**src/rtl/serial_pkg.sv**
```systemverilog
// Shared definitions for the serial receive/transmit front end:
// default baud-rate timing, character width and the receiver FSM states.
package serial_pkg;

  localparam int CLK_HZ       = 100_000_000;
  localparam int BAUD         = 9600;
  // Rounded to the nearest cycle: 10417 at 100 MHz / 9600 baud
  localparam int CLKS_PER_BIT = (CLK_HZ + BAUD / 2) / BAUD;
  localparam int DATA_BITS    = 8;

  typedef enum logic [1:0] {
    IDLE,
    START,
    DATA,
    STOP
  } rx_state_t;

  // 2-of-3 majority, used when the receiver votes on three samples per bit
  function automatic logic maj3(input logic a, input logic b, input logic c);
    return (a & b) | (a & c) | (b & c);
  endfunction

endpackage

```
**src/rtl/serial_bit_timer.sv**
```systemverilog
// Bit-period timer shared by the UART receiver and transmitter.
// Down-counter reloaded by i_load (and automatically on terminal count).
// o_half_tick fires CLKS_PER_BIT/2 cycles after a load, o_full_tick fires
// CLKS_PER_BIT cycles after a load and then every CLKS_PER_BIT cycles.
module serial_bit_timer #(
  parameter int CLKS_PER_BIT = 16
) (
  input  logic clk,
  input  logic rst,
  input  logic i_load,
  output logic o_half_tick,
  output logic o_full_tick
);

  localparam int            CW       = $clog2(CLKS_PER_BIT);
  localparam logic [CW-1:0] LOAD_VAL = CW'(CLKS_PER_BIT - 1);
  localparam logic [CW-1:0] HALF_VAL = CW'(CLKS_PER_BIT - CLKS_PER_BIT / 2);

  logic [CW-1:0] r_cnt;

  // Count down to zero, wrapping to a full period; load restarts the period
  always_ff @(posedge clk) begin
    if (rst || i_load || (r_cnt == '0)) begin
      r_cnt <= LOAD_VAL;
    end else begin
      r_cnt <= r_cnt - CW'(1);
    end
  end

  assign o_half_tick = (r_cnt == HALF_VAL);
  assign o_full_tick = (r_cnt == '0);

endmodule

```
**src/rtl/serial_rx.sv**
```systemverilog
// UART receiver: 8N1, LSB first, valid/ready output handshake.
// Optional build macro SERIAL_RX_MAJORITY_VOTE_EN: decide each start, data
// and stop bit by a 2-of-3 vote around the bit centre (needs CLKS_PER_BIT>=8).
// Without it a single centre sample is used.
//
// state | meaning
// IDLE  | line idle, waiting for a start edge (s==0)
// START | validating the start bit at its centre
// DATA  | sampling 8 data bits at each bit centre
// STOP  | checking the stop bit; after a bad stop, waiting for s==1
module serial_rx #(
  parameter int CLKS_PER_BIT = serial_pkg::CLKS_PER_BIT,
  parameter bit LINE_INVERT  = 1'b1,
  parameter int SYNC_STAGES  = 2
) (
  input  logic       clk,
  input  logic       rst,
  input  logic       rx_in,
  output logic [7:0] rx_data,
  output logic       rx_valid,
  input  logic       rx_ready,
  output logic       frame_err,
  output logic       overrun,
  output logic       busy
);
  import serial_pkg::*;

  localparam logic IDLE_LVL = !LINE_INVERT;
  localparam int   BW       = $clog2(DATA_BITS);

  logic [SYNC_STAGES-1:0] r_sync;
  logic                   w_s;
  logic                   w_half_tick;
  logic                   w_full_tick;
  logic                   w_load;
  logic                   w_bit;
  logic                   w_start_tick;
  logic                   w_bit_tick;

  rx_state_t              r_state;
  logic [DATA_BITS-1:0]   r_shift;
  logic [BW-1:0]          r_bitcnt;
  logic [DATA_BITS-1:0]   r_rx_data;
  logic                   r_rx_valid;
  logic                   r_frame_err;
  logic                   r_overrun;
  logic                   r_brk;

  // Metastability chain on the asynchronous pin, preset to the idle level
  always_ff @(posedge clk) begin
    if (rst) begin
      r_sync <= {SYNC_STAGES{IDLE_LVL}};
    end else begin
      r_sync <= {r_sync[SYNC_STAGES-2:0], rx_in};
    end
  end

  // Normalised line: idle=1, start=0 regardless of pin polarity
  assign w_s = r_sync[SYNC_STAGES-1] ^ LINE_INVERT;

  // Timer free-runs from the start edge; re-centred at the start-bit centre
  assign w_load = (r_state == IDLE) || ((r_state == START) && w_half_tick);

  serial_bit_timer #(
    .CLKS_PER_BIT(CLKS_PER_BIT)
  ) u_timer (
    .clk        (clk),
    .rst        (rst),
    .i_load     (w_load),
    .o_half_tick(w_half_tick),
    .o_full_tick(w_full_tick)
  );

`ifdef SERIAL_RX_MAJORITY_VOTE_EN
  logic [1:0] r_hist;
  logic       r_tick_d;

  // Keep the two previous samples and delay the centre strobe by one cycle,
  // so the decision sees samples at centre-1, centre and centre+1
  always_ff @(posedge clk) begin
    if (rst) begin
      r_hist   <= 2'b11;
      r_tick_d <= 1'b0;
    end else begin
      r_hist   <= {r_hist[0], w_s};
      r_tick_d <= (r_state == START) ? w_half_tick : (w_full_tick && !r_brk);
    end
  end

  assign w_bit        = maj3(w_s, r_hist[0], r_hist[1]);
  assign w_start_tick = r_tick_d;
  assign w_bit_tick   = r_tick_d;
`else
  assign w_bit        = w_s;
  assign w_start_tick = w_half_tick;
  assign w_bit_tick   = w_full_tick && !r_brk;
`endif

  // Receiver FSM with registered handshake and status outputs
  always_ff @(posedge clk) begin
    if (rst) begin
      r_state     <= IDLE;
      r_shift     <= '0;
      r_bitcnt    <= '0;
      r_rx_data   <= '0;
      r_rx_valid  <= 1'b0;
      r_frame_err <= 1'b0;
      r_overrun   <= 1'b0;
      r_brk       <= 1'b0;
    end else begin
      r_frame_err <= 1'b0;
      if (r_rx_valid && rx_ready) begin
        r_rx_valid <= 1'b0;
      end
      case (r_state)
        IDLE: begin
          if (!w_s) begin
            r_state <= START;
          end
        end
        START: begin
          if (w_start_tick) begin
            if (!w_bit) begin
              r_state  <= DATA;
              r_bitcnt <= '0;
            end else begin
              r_state <= IDLE;
            end
          end
        end
        DATA: begin
          if (w_bit_tick) begin
            r_shift  <= {w_bit, r_shift[DATA_BITS-1:1]};
            r_bitcnt <= r_bitcnt + BW'(1);
            if (r_bitcnt == BW'(DATA_BITS - 1)) begin
              r_state <= STOP;
            end
          end
        end
        STOP: begin
          if (r_brk) begin
            // Hold off until the line returns to idle so a break can't retrigger
            if (w_s) begin
              r_brk   <= 1'b0;
              r_state <= IDLE;
            end
          end else if (w_bit_tick) begin
            if (w_bit) begin
              // New byte wins over a same-edge consume; overrun only if unconsumed
              r_rx_data  <= r_shift;
              r_rx_valid <= 1'b1;
              if (r_rx_valid && !rx_ready) begin
                r_overrun <= 1'b1;
              end
              r_state <= IDLE;
            end else begin
              r_frame_err <= 1'b1;
              r_brk       <= 1'b1;
            end
          end
        end
        default: r_state <= IDLE;
      endcase
    end
  end

  assign rx_data   = r_rx_data;
  assign rx_valid  = r_rx_valid;
  assign frame_err = r_frame_err;
  assign overrun   = r_overrun;
  assign busy      = (r_state != IDLE);

endmodule

```
**config.mk**
```make
export PLATFORM = sky130hd
export DESIGN_NAME = serial_rx
export DESIGN_NICKNAME = d
export VERILOG_FILES = /design/src/rtl/serial_pkg.sv /design/src/rtl/serial_bit_timer.sv /design/src/rtl/serial_rx.sv
export SDC_FILE = /design/constraint.sdc
export NUM_CORES = 1
export LEC_CHECK = 0
export CAP_MARGIN = 20
export CORE_MARGIN = 5
export CORE_UTILIZATION = 55
export CTS_CLUSTER_SIZE = 8
export DETAILED_ROUTE_END_ITERATION = 10
export PLACE_DENSITY = 0.76
export SLEW_MARGIN = 25
export SYNTH_ARGS = -nofsm -noshare
export SYNTH_HDL_FRONTEND = slang
export SYNTH_SLANG_ARGS = --single-unit
```
**constraint.sdc**
```tcl
create_clock -name clk -period 2.9 [get_ports clk]
set_clock_uncertainty 0.1 [all_clocks]
set_input_delay 0.58 -clock clk [delete_from_list [all_inputs] [get_ports clk]]
set_output_delay 0.58 -clock clk [all_outputs]
set_load 0.005 [all_outputs]
```
==> summary.md <==
| Metric | Value |
|---|---|
| Total GRT Usage | 0.178 |
| WP buf/inv | 1 |
| Rel. slew slack | 0.579 |
| Layout cells sized above 1 | 0.119 |
| Ys flop type | dfxtp_1 |
| Slowest cell delay on critical path | 0.72 ns |
| Max Freq | 415 MHz |
| Routability cong. | 0.940 |
| Cells after Synth | 208 |
| Drt drc | 0 |
| # IOs | 16 |
| WL/cell | 14.0 um |
| Pin count of the biggest net entering global routing | 25 |
| Cell Chain, Critical Path | inv_1, ha_1, or3b_1, or4_4, o32ai_2, o32ai_1 |
| Worst Path Class, Setup | reg -> reg |
| Dpl cell area | 2000 sq um |
| Fin crit share | 0.831 |
| Detailed Route WL | 3710 um |
| Hold_ws | 0.366 ns |
| CTS resizes | 0 |
| Area contributors post-synth | dfxtp_1, a21oi_1, nand3_1, xnor2_1, nor2_1 |
| Commonest non-fill, non-tap cell in the layout | dfxtp_1 |
| Nets | 226 |
| Number of synthesized flops with an enable pin | 0 |
| P&R area growth vs syn | 9.89% |
| Core Rows | 21 |
| Critical path data arrival time | 2.53 ns |
| Dpl cells | 257 |
| Synthesis-stage register bit count | 41 |
| Leak | 0.677 nW |
| Synth top area share | 0.432 |
| CTS root buf | clkbuf_4 |
| Starting Density | 0.569 |
| Port bufs | 15 |
| Die ar. | 4730 sq um |
| Distinct cell type count after synthesis | 48 |
| Worst-Skew Late Latency | 0.35 ns |
| Maxcap violations | 0 |
| Die width | 68.7 um |
| Post-route setup TNS | 0 ns |
| Final Util | 0.625 |
| Final Cell Area | 2090 sq um |
| Total CTS buffers | 5 |
| DP HPWL | 2640 um |
| Syn_nets | 216 |
| RSZ-0062 raised after global routing | false |
| Initial DRC Count | 182 |
| Worst Path Required | 3.02 ns |
| Crit path max-delay family | simple AND/OR/NAND/NOR gates |
| # setup viols final | 0 |
| Crit path time final | 2.41 ns |
| First-pass GRT wire length | 6350 um |
| Nature of the critical path startpoint | flip-flop |
| Clock Tree Buf Depth | 2 |
| Area leader, netlist | dfxtp_1 |
| Total grt overflow | 0 |
| Finished Layout Cells | 265 |
| Ys async rst share | 0 |
| Total power | 1.00 mW |
| YS warnings | 0 |
| Worst-path maximum fanout | 19 |
| CP max-delay cell | or4_4 |
| Diodes inserted | 0 |
| Max Slew Vio Count | 0 |
| Post-Place Setup Slack | 0.518 ns |
| Setup Buffers After CTS | 0 |
| Syn avg cell area | 9.13 sq um |
| Initial antenna violation count | 0 |
| Worst hold-check path type | reg -> reg |
| Vias | 1505 |
| TritonCTS sink count | 41 |
| Commonest cells after routing, fill and taps aside | dfxtp_1, a21oi_1, nand3_1 |
| Hold_buf cts | 0 |
| Pwr dens | 481 nW/um^2 |
| Vias per inst | 5.68 |
| CTS tree | done |
| PnR worst setup slack | 0.491 ns |
| Clock slew at reported path FFs | 0.12 ns |
| Status | finished clean |
| Post-synthesis sequential area ratio | 0.432 |
| CP Capture Type | flip-flop |
| Pre-antenna DRT Iters | 4 |
| Maximum VDD drop | 0.310 mV |
| Final Hold Viols | 0 |
| Number of global-route vias before repair | 1430 |
| Worst Max-Slew Pin Slew | 0.626 ns |
| H-tree lvl count | 2 |
| Die height | 68.7 um |
| Synthesized cell area | 1900 sq um |
| Core box area | 3340 sq um |
| Final ANT Viol Nets | 0 |
sequential cells by signal (all words and copies together) (netlist names), named ones only:
signal / count
frame_err: 1
overrun: 1
r_bitcnt: 3
r_brk: 1
r_shift: 8
r_state: 1
r_sync: 2
rx_data: 8
rx_valid: 1
u_timer.r_cnt: 14
cells in the mapped netlist, types with 3 or more instances:
master,count
o21ai_0,8
or2_2,4
or3_1,4
nand2b_1,4
ha_1,4
xnor2_1,7
clkbuf_8,3
nor2_1,14
nor3_1,8
nand2_1,8
nor4_1,5
clkbuf_1,3
inv_1,6
buf_2,3
or3_2,3
o21ai_1,8
nand3_1,17
a21oi_1,19
xor2_1,3
dfxtp_1,41
worst reg2reg max path, stage by stage (launching register included):
cell and delay [ns]:
dfxtp_1 0.36, inv_1 0.09, ha_1 0.17, or3b_1 0.50
or4_4 0.72, o32ai_2 0.19, o32ai_1 0.16
layout make-up:
type,count,area [sq um]
Tap cell,46,57.6
Sequential cell,41,821
Clock inverter,2,37.5
Fill cell,305,1250
Multi-Input combinational cell,145,916
Timing Repair Buffer,19,180
Clock buffer,6,51.3
Inverter,6,22.5
final timing paths:
kind	start	end	slack, ns	depth (start not counted)
max reg2reg	u_timer.r_cnt[1]$_SDFF_PP0_	r_bitcnt[2]$_SDFFE_PP0P_	0.49	6
max	u_timer.r_cnt[1]$_SDFF_PP0_	r_bitcnt[2]$_SDFFE_PP0P_	0.49	6
min	r_sync[0]$_SDFF_PP0_	r_sync[1]$_SDFF_PP0_	0.37	1
min reg2reg	r_sync[0]$_SDFF_PP0_	r_sync[1]$_SDFF_PP0_	0.37	1
power by group:
| group | total (mW) | internal [mW] | switching (mW) |
|---|---|---|---|
| Sequential | 0.574 | 0.567 | 0.00628 |
| Clock | 0.389 | 0.205 | 0.184 |
| Combinational | 0.0401 | 0.0177 | 0.0224 |
| Total | 1.00 | 0.790 | 0.212 |
per-layer routing:
metal / GRT usage / vias up / wire (um)
met5: 0 / - / 0
met4: 0.0827 / 0 / 40
met3: 0.0519 / 4 / 150
met2: 0.300 / 27 / 1890
met1: 0.206 / 710 / 1620
li1: - / 764 / -
kinds of logic (layout without fill, tap and decap cells):
family                     after synthesis  after routing  synth area share
AOI/OAI and AO/OA                       50             50             0.163
xor gates and xnor gates                10             10            0.0461
adders and majority gates                4              4            0.0264
buffers and inverters                   22             33            0.0850
DFF                                     41             41             0.432
muxes                                    1              1           0.00527
and+or+nand+nor                         80             80             0.242
Power figures use the tool's default switching activity.
